==> src/rtl/pipe_rr_issuer_pkg.sv <==
// Shared types for the round-robin issuer of a fixed-latency unit.
// Default tag width tracks the default requester count.
package pipe_issue_pkg;

    localparam int NUM_REQ_DEF = 4;
    localparam int TAG_W       = $clog2(NUM_REQ_DEF);

    typedef enum logic [1:0] {
        IDLE  = 2'd0,
        RUN   = 2'd1,
        DRAIN = 2'd2
    } issue_state_e;

    typedef logic [TAG_W-1:0] tag_t;

endpackage

==> src/rtl/pipe_rr_issuer_if.sv <==
// Requester, control and unit-side signals of the issuer.
// master drives the inputs, slave is the issuer itself.
interface pipe_rr_issuer_if #(
    parameter int NUM_REQ = 4,
    parameter int DWIDTH  = 32
);

    logic                            i_enable;
    logic                            i_drain;
    logic                            i_flush;
    logic [NUM_REQ-1:0]              i_req;
    logic [NUM_REQ-1:0][DWIDTH-1:0]  i_req_data;
    logic [NUM_REQ-1:0]              o_grant;
    logic                            o_pipe_valid;
    logic [DWIDTH-1:0]               o_pipe_data;
    logic [DWIDTH-1:0]               i_pipe_result;
    logic [NUM_REQ-1:0]              o_rsp_valid;
    logic [DWIDTH-1:0]               o_rsp_data;
    logic                            o_idle;

    modport slave (
        input  i_enable, i_drain, i_flush,
        input  i_req, i_req_data, i_pipe_result,
        output o_grant, o_pipe_valid, o_pipe_data,
        output o_rsp_valid, o_rsp_data, o_idle
    );

    modport master (
        output i_enable, i_drain, i_flush,
        output i_req, i_req_data, i_pipe_result,
        input  o_grant, o_pipe_valid, o_pipe_data,
        input  o_rsp_valid, o_rsp_data, o_idle
    );

endinterface

==> src/rtl/pipe_rr_issuer_valid_pipe.sv <==
// Delay line carrying {valid,tag} alongside the shared unit.
// Every stage resets and clears on flush so no stale op survives.
module valid_pipe #(
    parameter int LATENCY = 3,
    parameter int TAG_W   = 2
) (
    input  logic             clk,
    input  logic             reset_n,
    input  logic             flush,
    input  logic             in_valid,
    input  logic [TAG_W-1:0] in_tag,
    output logic             out_valid,
    output logic [TAG_W-1:0] out_tag,
    output logic             any_valid
);

    logic [LATENCY-1:0]            v;
    logic [LATENCY-1:0][TAG_W-1:0] t;

    always_ff @(posedge clk or negedge reset_n) begin
        if (!reset_n) begin
            v <= '0;
            t <= '0;
        end else begin
            v[0] <= in_valid & ~flush;
            t[0] <= in_tag;
            for (int i = 1; i < LATENCY; i++) begin
                v[i] <= v[i-1] & ~flush;
                t[i] <= t[i-1];
            end
        end
    end

    assign out_valid = v[LATENCY-1];
    assign out_tag   = t[LATENCY-1];
    assign any_valid = |v;

endmodule

==> src/rtl/pipe_rr_issuer.sv <==
// Round-robin issuer sharing one fixed-latency pipelined unit,
// with per-requester credits, tag return path and run/drain FSM.
module pipe_rr_issuer
    import pipe_issue_pkg::*;
#(
    parameter int NUM_REQ = 4,
    parameter int DWIDTH  = 32,
    parameter int LATENCY = 3,
    parameter int MAX_OUT = 2
) (
    input  logic           clk,
    input  logic           reset_n,
    pipe_rr_issuer_if.slave bus
);

    localparam int TW = (NUM_REQ > 1) ? $clog2(NUM_REQ) : 1;
    localparam int CW = $clog2(MAX_OUT + 1);

    localparam logic [1:0] ST_IDLE  = IDLE;
    localparam logic [1:0] ST_RUN   = RUN;
    localparam logic [1:0] ST_DRAIN = DRAIN;

    logic [1:0]                  state;
    logic [TW-1:0]               ptr;
    logic [NUM_REQ-1:0][CW-1:0]  cnt;
    logic [NUM_REQ-1:0]          elig;
    logic [NUM_REQ-1:0]          grant;
    logic [TW-1:0]               gidx;
    logic                        found;
    logic                        grant_ok;
    logic                        pipe_valid;
    logic [DWIDTH-1:0]           pipe_data;
    logic [TW-1:0]               pipe_tag;
    logic [NUM_REQ-1:0]          rsp_valid;
    logic [DWIDTH-1:0]           rsp_data;
    logic                        line_valid;
    logic [TW-1:0]               line_tag;
    logic                        line_any;
    logic                        empty;
    int                          idx;

    assign grant_ok = (state == ST_RUN) & bus.i_enable
                    & ~bus.i_drain & ~bus.i_flush;

    // A response returning this cycle frees its credit for reuse
    always_comb begin
        elig = '0;
        for (int k = 0; k < NUM_REQ; k++) begin
            elig[k] = bus.i_req[k] & grant_ok
                    & ((cnt[k] < CW'(MAX_OUT)) | rsp_valid[k]);
        end
    end

    always_comb begin
        gidx  = '0;
        found = 1'b0;
        idx   = 0;
        for (int i = 0; i < NUM_REQ; i++) begin
            idx = int'(ptr) + i;
            if (idx >= NUM_REQ) idx = idx - NUM_REQ;
            if (!found && elig[idx]) begin
                found = 1'b1;
                gidx  = TW'(idx);
            end
        end
    end

    always_comb begin
        grant = '0;
        if (found) grant[gidx] = 1'b1;
    end

    assign empty = ~pipe_valid & ~line_any & ~(|rsp_valid);

    always_ff @(posedge clk or negedge reset_n) begin
        if (!reset_n) begin
            state <= ST_IDLE;
        end else begin
            unique case (state)
                ST_IDLE:
                    if (bus.i_enable) state <= ST_RUN;
                ST_RUN:
                    if (bus.i_drain || !bus.i_enable)
                        state <= ST_DRAIN;
                ST_DRAIN:
                    if (empty && !bus.i_drain) state <= ST_IDLE;
                default:
                    state <= ST_IDLE;
            endcase
        end
    end

    always_ff @(posedge clk or negedge reset_n) begin
        if (!reset_n) begin
            ptr <= '0;
        end else if (found) begin
            ptr <= (int'(gidx) == NUM_REQ - 1) ? '0 : gidx + TW'(1);
        end
    end

    always_ff @(posedge clk or negedge reset_n) begin
        if (!reset_n) begin
            cnt <= '0;
        end else if (bus.i_flush) begin
            cnt <= '0;
        end else begin
            for (int k = 0; k < NUM_REQ; k++) begin
                if (grant[k] && !rsp_valid[k])
                    cnt[k] <= cnt[k] + CW'(1);
                else if (!grant[k] && rsp_valid[k])
                    cnt[k] <= cnt[k] - CW'(1);
            end
        end
    end

    always_ff @(posedge clk or negedge reset_n) begin
        if (!reset_n) begin
            pipe_valid <= 1'b0;
            pipe_data  <= '0;
            pipe_tag   <= '0;
        end else begin
            pipe_valid <= found & ~bus.i_flush;
            if (found) begin
                pipe_data <= bus.i_req_data[gidx];
                pipe_tag  <= gidx;
            end
        end
    end

    // Tag rides beside the unit so it emerges with its result
    valid_pipe #(
        .LATENCY (LATENCY),
        .TAG_W   (TW)
    ) u_line (
        .clk       (clk),
        .reset_n   (reset_n),
        .flush     (bus.i_flush),
        .in_valid  (pipe_valid),
        .in_tag    (pipe_tag),
        .out_valid (line_valid),
        .out_tag   (line_tag),
        .any_valid (line_any)
    );

    always_ff @(posedge clk or negedge reset_n) begin
        if (!reset_n) begin
            rsp_valid <= '0;
            rsp_data  <= '0;
        end else begin
            rsp_valid <= '0;
            if (line_valid && !bus.i_flush)
                rsp_valid <= NUM_REQ'(1) << line_tag;
            if (line_valid)
                rsp_data <= bus.i_pipe_result;
        end
    end

    assign bus.o_grant      = grant;
    assign bus.o_pipe_valid = pipe_valid;
    assign bus.o_pipe_data  = pipe_data;
    assign bus.o_rsp_valid  = rsp_valid;
    assign bus.o_rsp_data   = rsp_data;
    assign bus.o_idle       = (state == ST_IDLE) & empty;

endmodule

==> src/flat_wrapper.sv <==
// flat-port wrapper written by rule: the top's interface ports become plain ports
module pipe_rr_issuer_flat import pipe_issue_pkg::*;
#(
    parameter int NUM_REQ = 4,
    parameter int DWIDTH  = 32,
    parameter int LATENCY = 3,
    parameter int MAX_OUT = 2
)
  (clk, reset_n, bus_i_enable, bus_i_drain, bus_i_flush, bus_i_req, bus_i_req_data, bus_i_pipe_result, bus_o_grant, bus_o_pipe_valid, bus_o_pipe_data, bus_o_rsp_valid, bus_o_rsp_data, bus_o_idle);
  pipe_rr_issuer_if #(.NUM_REQ(NUM_REQ), .DWIDTH(DWIDTH)) bus_i ();
  input  logic clk;
  input  logic reset_n;
  input wire logic [$bits(bus_i.i_enable)-1:0] bus_i_enable;
  input wire logic [$bits(bus_i.i_drain)-1:0] bus_i_drain;
  input wire logic [$bits(bus_i.i_flush)-1:0] bus_i_flush;
  input wire logic [$bits(bus_i.i_req)-1:0] bus_i_req;
  input wire logic [$bits(bus_i.i_req_data)-1:0] bus_i_req_data;
  input wire logic [$bits(bus_i.i_pipe_result)-1:0] bus_i_pipe_result;
  output wire logic [$bits(bus_i.o_grant)-1:0] bus_o_grant;
  output wire logic [$bits(bus_i.o_pipe_valid)-1:0] bus_o_pipe_valid;
  output wire logic [$bits(bus_i.o_pipe_data)-1:0] bus_o_pipe_data;
  output wire logic [$bits(bus_i.o_rsp_valid)-1:0] bus_o_rsp_valid;
  output wire logic [$bits(bus_i.o_rsp_data)-1:0] bus_o_rsp_data;
  output wire logic [$bits(bus_i.o_idle)-1:0] bus_o_idle;
  assign bus_i.i_enable = bus_i_enable;
  assign bus_i.i_drain = bus_i_drain;
  assign bus_i.i_flush = bus_i_flush;
  assign bus_i.i_req = bus_i_req;
  assign bus_i.i_req_data = bus_i_req_data;
  assign bus_i.i_pipe_result = bus_i_pipe_result;
  assign bus_o_grant = bus_i.o_grant;
  assign bus_o_pipe_valid = bus_i.o_pipe_valid;
  assign bus_o_pipe_data = bus_i.o_pipe_data;
  assign bus_o_rsp_valid = bus_i.o_rsp_valid;
  assign bus_o_rsp_data = bus_i.o_rsp_data;
  assign bus_o_idle = bus_i.o_idle;
  pipe_rr_issuer #(.NUM_REQ(NUM_REQ), .DWIDTH(DWIDTH), .LATENCY(LATENCY), .MAX_OUT(MAX_OUT)) u_core (.clk(clk), .reset_n(reset_n), .bus(bus_i));
endmodule
==> config.mk <==
export PLATFORM = sky130hd
export DESIGN_NAME = pipe_rr_issuer_flat
export DESIGN_NICKNAME = d
export VERILOG_FILES = /design/src/rtl/pipe_rr_issuer_pkg.sv /design/src/rtl/pipe_rr_issuer_if.sv /design/src/rtl/pipe_rr_issuer_valid_pipe.sv /design/src/rtl/pipe_rr_issuer.sv /design/src/flat_wrapper.sv
export SDC_FILE = /design/constraint.sdc
export NUM_CORES = 1
export LEC_CHECK = 0
export CORE_ASPECT_RATIO = 2
export CORE_MARGIN = 8
export CORE_UTILIZATION = 40
export DETAILED_ROUTE_END_ITERATION = 10
export HOLD_SLACK_MARGIN = 0.05
export PLACE_DENSITY = 0.78
export SLEW_MARGIN = 20
export SYNTH_ARGS = -nofsm -noshare
export SYNTH_HDL_FRONTEND = slang
export SYNTH_HIERARCHICAL = 1
export SYNTH_SLANG_ARGS = --single-unit
==> constraint.sdc <==
create_clock -name clk -period 3.2 [get_ports clk]
set_input_delay 0.48 -clock clk [delete_from_list [all_inputs] [get_ports clk]]
set_output_delay 0.48 -clock clk [all_outputs]
set_load 0.05 [all_outputs]
==> reports/results.txt, run 1 <==
In this run the standard cell core region covers 11400 um^2. The post-synthesis adder-cell area fraction is 0.0108, and the number of search-and-repair iterations in the first detailed-routing pass is 4. The hold violation count in the final report is 0, and the required time of the critical path is 2720 ps. For the number of nets at the end of the flow, the log shows 799.

Setup repair after global routing left no endpoint under its margin. Kind of capture point of the worst setup path: an output pin. The die covers 15500 um^2.

The number of buffers created by CTS was 9. Wires add up to 16.6 mm. The layout overhead on the synthesized area works out to 61.7%. Areal power density over the cells: 658 nW/um^2. The worst register-to-register path begins at u_core/bus.o_rsp_valid[0]. The most critical setup path has its endpoint at bus_o_grant[0]. The effective utilization at floorplan is 0.409, and the area fraction in compound gates after synthesis is 0.118. For the number of antenna violations at the first check in global routing, the log shows 0. After routing, the total negative slack on setup checks comes to 0 ps. Of all nets on the critical path, the largest fanout is 6. For the worst-case headroom to the max-slew limit, the log shows 0.610. After synthesis, the largest family of logic cells by area is multiplexers. The tool flagged a number of max-cap violations equal to 0.

The fraction of final layout cells with drive strength greater than 1 is 0.139, and the total number of yosys warnings is 6. The critical path is of the reg2out type. Counting flops and latches in the post-synthesis netlist gives 92. The number of antenna diodes in the final layout is 0. The logs give 9.15 ps for the largest clock skew in the final design and 2490 ps for the signal arrival time at the worst endpoint. The sink count of the clock tree came out at 92. The worst-skew pair later-pin latency was 340 ps; the total global-route track usage was 0.215.

The most common flop cell mapped by yosys was sky130_fd_sc_hd__dfrtp_1. The mean cell area of the mapped netlist works out to 12.0 um^2. Counting every net in the synthesized netlist gives 560.

The clock tree root buffer cell is sky130_fd_sc_hd__clkbuf_16. The logs give 773 for the final instance count without filler cells and 0 for the hold buffer count at CTS. The tools report the final max-slew violation count as 0. The count of boundary I/O pins is 243. Number of cell rows: 55. After detailed routing, the average wire length per cell comes to 21.4 um. The simple-gate area share of the yosys netlist was 0.0961. During placement, the flow inserted port buffers numbering 242.

In this run the cell area of the synthesized design comes to 4650 um^2. For the worst IR drop on VDD, the log shows 541 uV. The number of H-tree branching levels is 3. The run gives 168 as the violation count after the first detailed-route iteration.

Sequential area share after synthesis: 0.496. The min-delay analysis places its worst path in the category in2async. The run finished with clean final reports. TritonCTS built the clock tree. Final estimated routing congestion in global placement: 0.948. For this block, the via count after detailed routing is 4101. The fraction of synthesis flops using an asynchronous set or reset pin was 1.00.

For the pin with the worst max-slew slack, the measured transition is 584 ps. Shortest clock period the worst path allows after layout: 2970 ps. The via count normalized by instance count was 5.31. STA classifies the critical path startpoint as a register. Total placed cells including tap cells: 757. The HPWL after detailed placement came out at 13.4 mm. Most frequent standard cell in the layout excluding fill and tap cells: sky130_fd_sc_hd__clkdlybuf4s50_1. The reported leakage power was 3.59 nW; the number of synthesized flops with an enable pin was 0. After clock tree synthesis, the clock-pin slew on the worst setup and hold paths is 70 ps.

The quantity of gates resized following cts came out at 0. In this run the critical register-to-register path is captured at u_core/cnt[1]. For this run, design rule violations remaining after detail routing come to 0. The clock passes through at most 2 buffers. The final cycle utilization of the critical path is 0.929, and the post-synthesis mux area share is 0.210.

Entering global routing, the biggest net connects 37 pins. The logs give 0 for the count of nets left with antenna violations after detail routing and 387 for the post-synthesis instance total. The number of global-route vias before repair is 4762.

The setup-violating endpoint count in the final report was 0; the overall die width was 92.2 um. The number of cells on the worst reg-to-reg path is 11. The die boundary height came out at 168 um. For the achievable clock frequency, the log shows 336 MHz. Summed over all layers, the global routing overflow is 0.

In this run the post-CTS setup repair buffer count came out at 0. The setup check on the worst reg-to-reg path leaves a slack of 720 ps. The library cells used most frequently in the layout, excluding fill and tap cells, are sky130_fd_sc_hd__clkdlybuf4s50_1 (236), sky130_fd_sc_hd__dfrtp_1 (92), sky130_fd_sc_hd__mux2i_1 (58). Xor and xnor area share after synthesis: 0.0226. For the number of distinct library cells after synthesis, the log shows 56. The first global-routing pass estimated 26.0 mm of wire. The critical path starts at u_core/bus.o_rsp_valid[0].
==> where the power goes <==
| group | leakage (nW) | internal (mW) | switching, mW | total [mW] |
|---|---|---|---|---|
| sequential | 1.21 | 1.46 | 0.180 | 1.64 |
| combinational | 2.22 | 0.833 | 1.32 | 2.15 |
| clock | 0.154 | 0.692 | 0.460 | 1.15 |
==> synthesized netlist by cell type, drive strengths merged, types with 5 or more instances <==
| cell type | number | area [um^2] |
|---|---|---|
| and2 | 5 | 33.8 |
| buf | 15 | 148 |
| clkbuf | 10 | 41.3 |
| dfrtp | 92 | 2300 |
| inv | 7 | 26.3 |
| mux2 | 35 | 394 |
| mux2i | 58 | 581 |
| nand2 | 45 | 171 |
| nand2b | 5 | 38.8 |
| nor2 | 15 | 58.8 |
| nor2b | 5 | 31.3 |
| o21ai | 12 | 63.8 |
| o221ai | 29 | 260 |
| xnor2 | 8 | 70.1 |
==> per-layer routing <==
| metal | track usage | vias to the layer above | wire length [um] |
|---|---|---|---|
| li1 | - | 1885 | - |
| met1 | 0.202 | 1984 | 5430 |
| met2 | 0.406 | 191 | 9410 |
| met3 | 0.0601 | 41 | 1090 |
| met4 | 0.102 | 0 | 634 |
| met5 | 0 | - | 0 |
==> final cells by class <==
type,instances,area (um^2)
Tap cell,142,178
Timing Repair Buffer,253,2550
Clock inverter,6,93.8
Inverter,8,30.0
Clock buffer,10,229
Multi-Input combinational cell,262,2130
Sequential cell,92,2300
Fill cell,932,3840
==> flip-flops by register name (all words and copies together) (netlist names) <==
name	cells
u_core/bus.o_pipe_valid	1
u_core/bus.o_rsp_data	32
u_core/bus.o_pipe_data	32
u_core/pipe_tag	2
u_core/u_line/v	3
u_core/u_line/out_tag	2
u_core/ptr	2
u_core/bus.o_rsp_valid	4
u_core/cnt	8
u_core/state	2
u_core/u_line/t	4
==> critical path, cell delays in order, from the launching register on <==
cell	delay (ps)
sky130_fd_sc_hd__dfrtp_1	460
sky130_fd_sc_hd__nand2b_1	220
sky130_fd_sc_hd__nand2_1	200
sky130_fd_sc_hd__o21ai_0	100
sky130_fd_sc_hd__a21oi_1	180
sky130_fd_sc_hd__o221a_2	250
sky130_fd_sc_hd__clkinv_1	110
sky130_fd_sc_hd__ha_1	240
sky130_fd_sc_hd__and2_1	200
sky130_fd_sc_hd__buf_4	200
==> worst min-delay path by stage <==
stage	slack [ps]	to
5_1_grt	110	u_core/cnt[7]
6_report	90	u_core/cnt[3]
3_5_place_dp	340	u_core/u_line/t[2]
2_1_floorplan	180	u_core/bus.o_pipe_data[0]
4_1_cts	100	u_core/cnt[3]
3_3_place_gp	330	u_core/u_line/t[3]
==> metrics by stage <==
step                      setup WS (ps)   util  cell area [um^2]  hold WS (ps)  total power [mW]
after floorplan                     266      -              4650           184              2.92
after global placement              363  0.633              7190           333              3.78
after detailed placement            302  0.633              7190           341              3.82
after CTS                           243  0.661              7510           102              4.99
after global routing               87.0  0.661              7510           114              5.16
final                               226  0.661              7510          85.7              4.94
==> kinds of logic (layout without fill, tap and decap cells) <==
| family | count (synthesis) | count (layout) |
|---|---|---|
| AO/OA/AOI/OAI | 63 | 63 |
| flip-flops | 92 | 92 |
| XOR/XNOR | 12 | 12 |
| AND/OR/NAND/NOR | 90 | 90 |
| adder cells (fa/ha/maj) | 4 | 4 |
| multiplexers | 93 | 93 |
| buffers and inverters | 33 | 277 |
(Power assumes the default switching activity.)
==> inputs of run 2 (changes only) <==
--- a/config.mk
+++ b/config.mk
@@ -8,9 +8,11 @@
 export CORE_ASPECT_RATIO = 2
 export CORE_MARGIN = 8
 export CORE_UTILIZATION = 40
+export CTS_CLUSTER_SIZE = 30
 export DETAILED_ROUTE_END_ITERATION = 10
 export HOLD_SLACK_MARGIN = 0.05
 export PLACE_DENSITY = 0.78
+export REMOVE_ABC_BUFFERS = 1
 export SLEW_MARGIN = 20
 export SYNTH_ARGS = -nofsm -noshare
 export SYNTH_HDL_FRONTEND = slang
==> reports/results.txt, run 2 (synthesis gave the netlist of run 1 again) <==
The flow ran to the end, and the final reports show no timing, DRC or antenna violations. Setup repair after global routing left no endpoint under its margin. The most congested layer reported by global routing was met2 (unchanged). The worst-case headroom to the max-slew limit was 0.611 (was 0.610); the final cell utilization of the core was 0.658 (was 0.661). The run gives 243 (unchanged) as the count of boundary I/O pins. Post-detailed-routing wire length: 16.3 mm (was 16.6 mm).

The tools report the clock tree root buffer cell as sky130_fd_sc_hd__clkbuf_16 (unchanged). Met1 track utilization from global routing: 0.200 (was 0.202). The via total after detailed routing is 4012 (was 4101). For the required time of the critical path, the log shows 2720 ps (about the same).

The run gives 15500 um^2 (unchanged) as the area enclosed by the die boundary. The HPWL after detailed placement was 13.2 mm (was 13.4 mm). The hold buffer count at CTS is 0 (unchanged). The number of buffer cells added on primary ports was 242 (unchanged); the total placed cells including tap cells was 756 (was 757).

The tools report the worst setup slack after placement as 260 ps (was 302 ps). The logs give 9.26 ps (was 9.15 ps) for the largest clock skew in the final design and 2 (unchanged) for the buffer depth of the longest clock path. Start-to-end type of the worst setup path: reg2out (unchanged).

For the final estimated routing congestion in global placement, the log shows 0.982 (was 0.948). The number of maximum-capacitance violations is 0 (unchanged), and the shortest clock period the worst path allows after layout is 3020 ps (was 2970 ps). The die boundary height is 168 um (unchanged). The post-route worst setup slack is 183 ps (was 226 ps). TritonCTS built the clock tree.

The overall die width is 92.2 um (unchanged). The sink count of the clock tree was 92 (unchanged). The met3 capacity usage during global routing was 0.0401 (was 0.0601); the areal power density over the cells was 645 nW/um^2 (was 658 nW/um^2). The detail-routed net length per standard cell was 21.1 um (was 21.4 um); the number of antenna violations at the first check in global routing was 1 (was 0). The tools report the total congestion overflow after global routing as 0 (unchanged). The tools report the kind of capture point of the worst setup path as an output pin (unchanged). The tools report the worst IR drop on VDD as 429 uV (was 541 uV). The tools report the achievable clock frequency as 331 MHz (was 336 MHz). The run gives 9 (unchanged) as the number of buffers created by CTS.

The fraction of power spent switching nets works out to 0.408 (was 0.396). The violation count after the first detailed-route iteration is 134 (was 168). The via count normalized by instance count came out at 5.19 (was 5.31). The fraction of power consumed by the clock network is 0.215 (was 0.233).

For the hold violation count in the final report, the log shows 0 (unchanged). The pin count of the biggest net entering global routing is 47 (was 37), and the count of nets left with antenna violations after detail routing is 0 (unchanged). The layout overhead on the synthesized area works out to 60.8% (was 61.7%). The worst-skew pair later-pin latency is 330 ps (was 340 ps), and the clock-pin slew on the worst setup and hold paths is 70 ps (about the same). The run gives 2.86 mW (was 2.99 mW) as the internal power consumption. The count of unresolved DRC violations after routing is 0 (unchanged).

Overall power after layout: 4.82 mW (was 4.94 mW). The maximum fanout along the worst path is 6 (unchanged). For the number of search-and-repair iterations in the first detailed-routing pass, the log shows 5 (was 4). The tools report the reported leakage power as 3.57 nW (was 3.59 nW). The number of H-tree branching levels was 3 (unchanged); the final cycle utilization of the critical path was 0.943 (was 0.929). The run gives 2540 ps (was 2490 ps) as the signal arrival time at the worst endpoint. The first-pass GRT wire length came out at 24.9 mm (was 26.0 mm). The tools report the part of the power in registers as 0.339 (was 0.332). The run gives 1.96 mW (about the same) as the net switching component of the power. The tools report the area of the core region as 11400 um^2 (unchanged).

The fraction of final layout cells with drive strength greater than 1 was 0.141 (was 0.139). Met2 usage: 0.398 (was 0.406). Worst min-delay path class: in2async (unchanged).

The transition time of the tightest slew-check pin came out at 582 ps (was 584 ps). The setup-violating endpoint count in the final report is 0 (unchanged), and the number of cell rows is 55 (unchanged). Number of global-route vias before repair: 4566 (was 4762). The number of nets at the end of the flow was 798 (was 799); the share of power burned in combinational logic was 0.446 (was 0.435). The most frequent standard cell in the layout excluding fill and tap cells was sky130_fd_sc_hd__clkdlybuf4s50_1 (unchanged). Leading cell types in the layout, fill and taps excluded: sky130_fd_sc_hd__clkdlybuf4s50_1 (236), sky130_fd_sc_hd__dfrtp_1 (92), sky130_fd_sc_hd__mux2i_1 (58) (unchanged). The effective utilization at floorplan was 0.409 (unchanged); the final instance count without filler cells was 773 (unchanged). The kind of start point of the critical path is a register (unchanged).

The final max-slew violation count was 0 (unchanged). For the total global-route track usage, the log shows 0.206 (was 0.215).
[run 2: repair_timing]
item	in CTS	in global routing
endpoints found under the setup margin	0	2
resized for setup	0	2
setup buffers	0	0
[run 2: worst paths after layout]
check / startpoint / end / slack (ps) / depth (start not counted)
max in group asynchronous: reset_n / u_core/u_line/out_tag[0] / 2300 / 2
setup / recovery: u_core/bus.o_rsp_valid[0] / bus_o_grant[0] / 180 / 9
hold / removal: reset_n / u_core/bus.o_rsp_data[10] / 130 / 1
hold reg to reg: u_core/u_line/t[3] / u_core/u_line/out_tag[1] / 350 / 0
min in group clk: u_core/u_line/t[3] / u_core/u_line/out_tag[1] / 350 / 0
setup reg to reg: u_core/bus.o_rsp_valid[0] / u_core/bus.o_pipe_data[29] / 610 / 8
[run 2: power groups by stage]
stage	clock network [mW]	registers (mW)	logic (mW)
5_1_grt	1.11	1.67	2.25
4_1_cts	1.07	1.63	2.17
3_5_place_dp	0	1.65	2.17
3_3_place_gp	0	1.63	2.14
2_1_floorplan	0	2.47	0.414
6_report	1.03	1.63	2.15
[run 2: cell type report]
class                   count  area, um^2
diodes                      1        2.50
flip-flops and latches     92        2300
repair buffers            252        2530
well taps                 142         178
multi-input cells         262        2130
clock buffers              10         239
fillers                   942        3890
clock inverters             6        56.3
inverters                   8        30.0
[run 2: metrics by stage]
step,TNS [ps],hold slack [ps],area [um^2]
after floorplan,-2870,184,4460
after global placement,0,333,7170
after detailed placement,0,341,7170
after CTS,0,151,7460
after global routing,0,174,7470
final,0,130,7470
[run 2: critical path, cell delays in order, from the launching register on]
cell	delay, ps
sky130_fd_sc_hd__dfrtp_1	470
sky130_fd_sc_hd__nand2b_1	240
sky130_fd_sc_hd__nand2_2	160
sky130_fd_sc_hd__o21ai_0	130
sky130_fd_sc_hd__a21oi_1	230
sky130_fd_sc_hd__o221a_2	260
sky130_fd_sc_hd__clkinv_1	140
sky130_fd_sc_hd__ha_1	220
sky130_fd_sc_hd__and2_1	170
sky130_fd_sc_hd__buf_4	200
[run 2: metal layers]
metal / share of wire / up-vias / routed length, um
met3: 0.045 / 32 / 735
met5: 0 / - / 0
li1: - / 1884 / -
met4: 0.028 / 0 / 451
met2: 0.58 / 154 / 9510
met1: 0.34 / 1942 / 5580
==> inputs of run 3 (changes only) <==
--- a/config.mk
+++ b/config.mk
@@ -5,8 +5,9 @@
 export SDC_FILE = /design/constraint.sdc
 export NUM_CORES = 1
 export LEC_CHECK = 0
+export ABC_CLOCK_PERIOD_IN_PS = 3200
 export CORE_ASPECT_RATIO = 2
-export CORE_MARGIN = 8
+export CORE_MARGIN = 2
 export CORE_UTILIZATION = 40
 export CTS_CLUSTER_SIZE = 30
 export DETAILED_ROUTE_END_ITERATION = 10
==> reports/results.txt, run 3 (synthesis gave the netlist of run 1 again) <==
The flow ran to the end, and the final reports show no timing, DRC or antenna violations. For the number of buffers inserted to repair setup after CTS, the log shows 0 (unchanged). The cell count of the worst reg-to-reg path was 8 (unchanged). The reg-to-reg setup timing slack is 680 ps (was 610 ps), and the area of combinational cells with multiple inputs is 2130 um^2 (about the same).

The run gives 0 (unchanged) as the quantity of gates resized following cts. The logs give 0 (unchanged) for the count of nets left with antenna violations after detail routing and 4093 (was 4012) for the via total after detailed routing. Setup repair after global routing left no endpoint under its margin.

The final instance count without filler cells was 772 (was 773); the antenna diode count was 0 (was 1). The pin count of the biggest net entering global routing is 38 (was 47). The signal arrival time at the worst endpoint was 2530 ps (was 2540 ps). The tools report the required time of the critical path as 2720 ps (about the same). For the setup-violating endpoint count in the final report, the log shows 0 (unchanged).

The worst-skew pair later-pin latency is 340 ps (was 330 ps). The tools report the number of cell rows as 55 (unchanged). The final max-slew violation count was 0 (unchanged); the via count normalized by instance count was 5.30 (was 5.19). The hold violation count in the final report was 0 (unchanged); the die boundary height was 156 um (was 168 um). For the sink count of the clock tree, the log shows 92 (unchanged).

The logs give 12500 um^2 (was 15500 um^2) for the area enclosed by the die boundary and 0.840 (was 0.982) for the final estimated routing congestion in global placement. The kind of start point of the critical path was a register (unchanged). The hold buffer count at CTS is 0 (unchanged), and the effective utilization at floorplan is 0.409 (unchanged).

For the violation count after the first detailed-route iteration, the log shows 208 (was 134). For the number of buffers created by CTS, the log shows 9 (unchanged). The highest metal layer with signal wires was met4 (unchanged). For the sequential cell area, the log shows 2300 um^2 (unchanged). The run gives 5.01 mm (was 5.58 mm) as the length of routed wiring on met1. The areal power density over the cells works out to 649 nW/um^2 (was 645 nW/um^2). Buffer depth of the longest clock path: 2 (unchanged). For the number of maximum-capacitance violations, the log shows 0 (unchanged). The tools report the kind of capture point of the worst setup path as an output pin (unchanged).

The run gives 14.6 mm (was 16.3 mm) as the post-detailed-routing wire length. The overall die width was 80.2 um (was 92.2 um). The tools report the number of antenna violations at the first check in global routing as 0 (was 1). TritonCTS built the clock tree. The shortest clock period the worst path allows after layout works out to 3010 ps (was 3020 ps). The worst IR drop on VDD is 620 uV (was 429 uV). The tools report the clock tree root buffer cell as sky130_fd_sc_hd__clkbuf_16 (unchanged). The start-to-end type of the worst setup path was reg2out (unchanged).

For the achievable clock frequency, the log shows 333 MHz (was 331 MHz). For the count of unresolved DRC violations after routing, the log shows 0 (unchanged). The area of the core region was 11400 um^2 (unchanged); the layout overhead on the synthesized area was 60.6% (was 60.8%).

The total placed cells including tap cells is 756 (unchanged). The most frequent standard cell in the layout excluding fill and tap cells is sky130_fd_sc_hd__clkdlybuf4s50_1 (unchanged). The detail-routed net length per standard cell was 18.9 um (was 21.1 um); the accumulated negative setup slack was 0 ps (unchanged). The number of nets at the end of the flow came out at 798 (unchanged). The transition time of the tightest slew-check pin came out at 573 ps (was 582 ps). The number of buffer cells added on primary ports came out at 242 (unchanged). Detailed route wirelength on metal2: 8.23 mm (was 9.51 mm). The run gives 3.57 nW (about the same) as the reported leakage power. The number of H-tree branching levels is 3 (unchanged), and the fraction of final layout cells with drive strength greater than 1 is 0.138 (was 0.141). The worst-case headroom to the max-slew limit is 0.617 (was 0.611). The beginning of the worst register-to-register path is u_core/bus.o_rsp_valid[0] (unchanged). The number of search-and-repair iterations in the first detailed-routing pass was 4 (was 5).

The total congestion overflow after global routing came out at 0 (unchanged). The number of global-route vias before repair was 4278 (was 4566); the HPWL after detailed placement was 11.3 mm (was 13.2 mm). Length of routed met3 wiring: 758 um (was 735 um). Leading cell types in the layout, fill and taps excluded: sky130_fd_sc_hd__clkdlybuf4s50_1 (236), sky130_fd_sc_hd__dfrtp_1 (92), sky130_fd_sc_hd__mux2i_1 (58) (unchanged). Total global-route track usage: 0.231 (was 0.206). The largest clock skew in the final design was 9.39 ps (was 9.26 ps). The clock-pin slew on the worst setup and hold paths was 70 ps (about the same); the first-pass GRT wire length was 22.1 mm (was 24.9 mm). The final cycle utilization of the critical path was 0.939 (was 0.943). For the count of boundary I/O pins, the log shows 243 (unchanged).

Worst min-delay path class: in2async (unchanged). The tools report the endpoint of the worst-slack reg-to-reg timing path as u_core/bus.o_pipe_data[0] (was u_core/bus.o_pipe_data[29]). The number of fill cells in the layout is 951 (was 942), and the maximum fanout along the worst path is 6 (unchanged).
-- run 3: changes by cell type in the layout (fill, tap and decap cells not counted), sizes merged --
| cell | before | now |
|---|---|---|
| clkinvlp | 1 | 0 |
| diode | 1 | 0 |
| inv | 10 | 11 |
| bufinv | 0 | 1 |
| clkinv | 3 | 2 |
-- run 3: how the worst max path moves through the flow --
| stage | from | end | slack (ps) | cells past startpoint |
|---|---|---|---|---|
| 2_1_floorplan | u_core/bus.o_rsp_valid[1] | u_core/cnt[5] | -290 | 9 |
| 3_3_place_gp | bus_i_req[0] | bus_o_grant[1] | 420 | 9 |
| 3_5_place_dp | bus_i_req[0] | bus_o_grant[1] | 310 | 9 |
| 4_1_cts | u_core/bus.o_rsp_valid[0] | bus_o_grant[0] | 260 | 9 |
| 5_1_grt | u_core/bus.o_rsp_valid[0] | bus_o_grant[0] | 120 | 9 |
| 6_report | u_core/bus.o_rsp_valid[1] | bus_o_grant[0] | 190 | 8 |
-- run 3: stage by stage --
stage	area (um^2)	hold WS (ps)	utilization	power (mW)	worst slack, ps
floorplan	4460	184	-	2.88	-292
global placement	7160	334	0.630	3.73	418
detailed placement	7160	337	0.630	3.78	306
CTS	7460	95.9	0.657	4.88	264
global route	7460	109	0.657	5.06	118
finish	7460	83.2	0.657	4.85	194
-- run 3: final cells by class --
cell class	instances	area share
clock inverters	6	0.0102
multi-input cells	262	0.285
clock buffers	10	0.0307
well taps	142	0.0238
repair buffers	252	0.338
inverters	8	0.00402
flip-flops and latches	92	0.309
-- run 3: per-layer routing --
layer | up-vias | GRT usage
met5 | - | 0
met4 | 0 | 0.111
met3 | 38 | 0.0461
met2 | 172 | 0.423
met1 | 1994 | 0.245
li1 | 1889 | -
-- run 3: worst max-delay path, stage by stage (launching register included) --
cell and delay, ps:
sky130_fd_sc_hd__dfrtp_1 450, sky130_fd_sc_hd__o21ai_0 380, sky130_fd_sc_hd__o21ai_0 200, sky130_fd_sc_hd__a21oi_1 210
sky130_fd_sc_hd__o221a_2 250, sky130_fd_sc_hd__clkinv_1 110, sky130_fd_sc_hd__ha_1 210, sky130_fd_sc_hd__and2_1 180
sky130_fd_sc_hd__buf_4 200
-- run 3: power breakdown --
| part | switching, mW | internal, mW | leakage [nW] |
|---|---|---|---|
| clock | 0.465 | 0.621 | 0.150 |
| sequential | 0.184 | 1.46 | 1.21 |
| combinational | 1.28 | 0.828 | 2.20 |
| total | 1.93 | 2.91 | 3.57 |
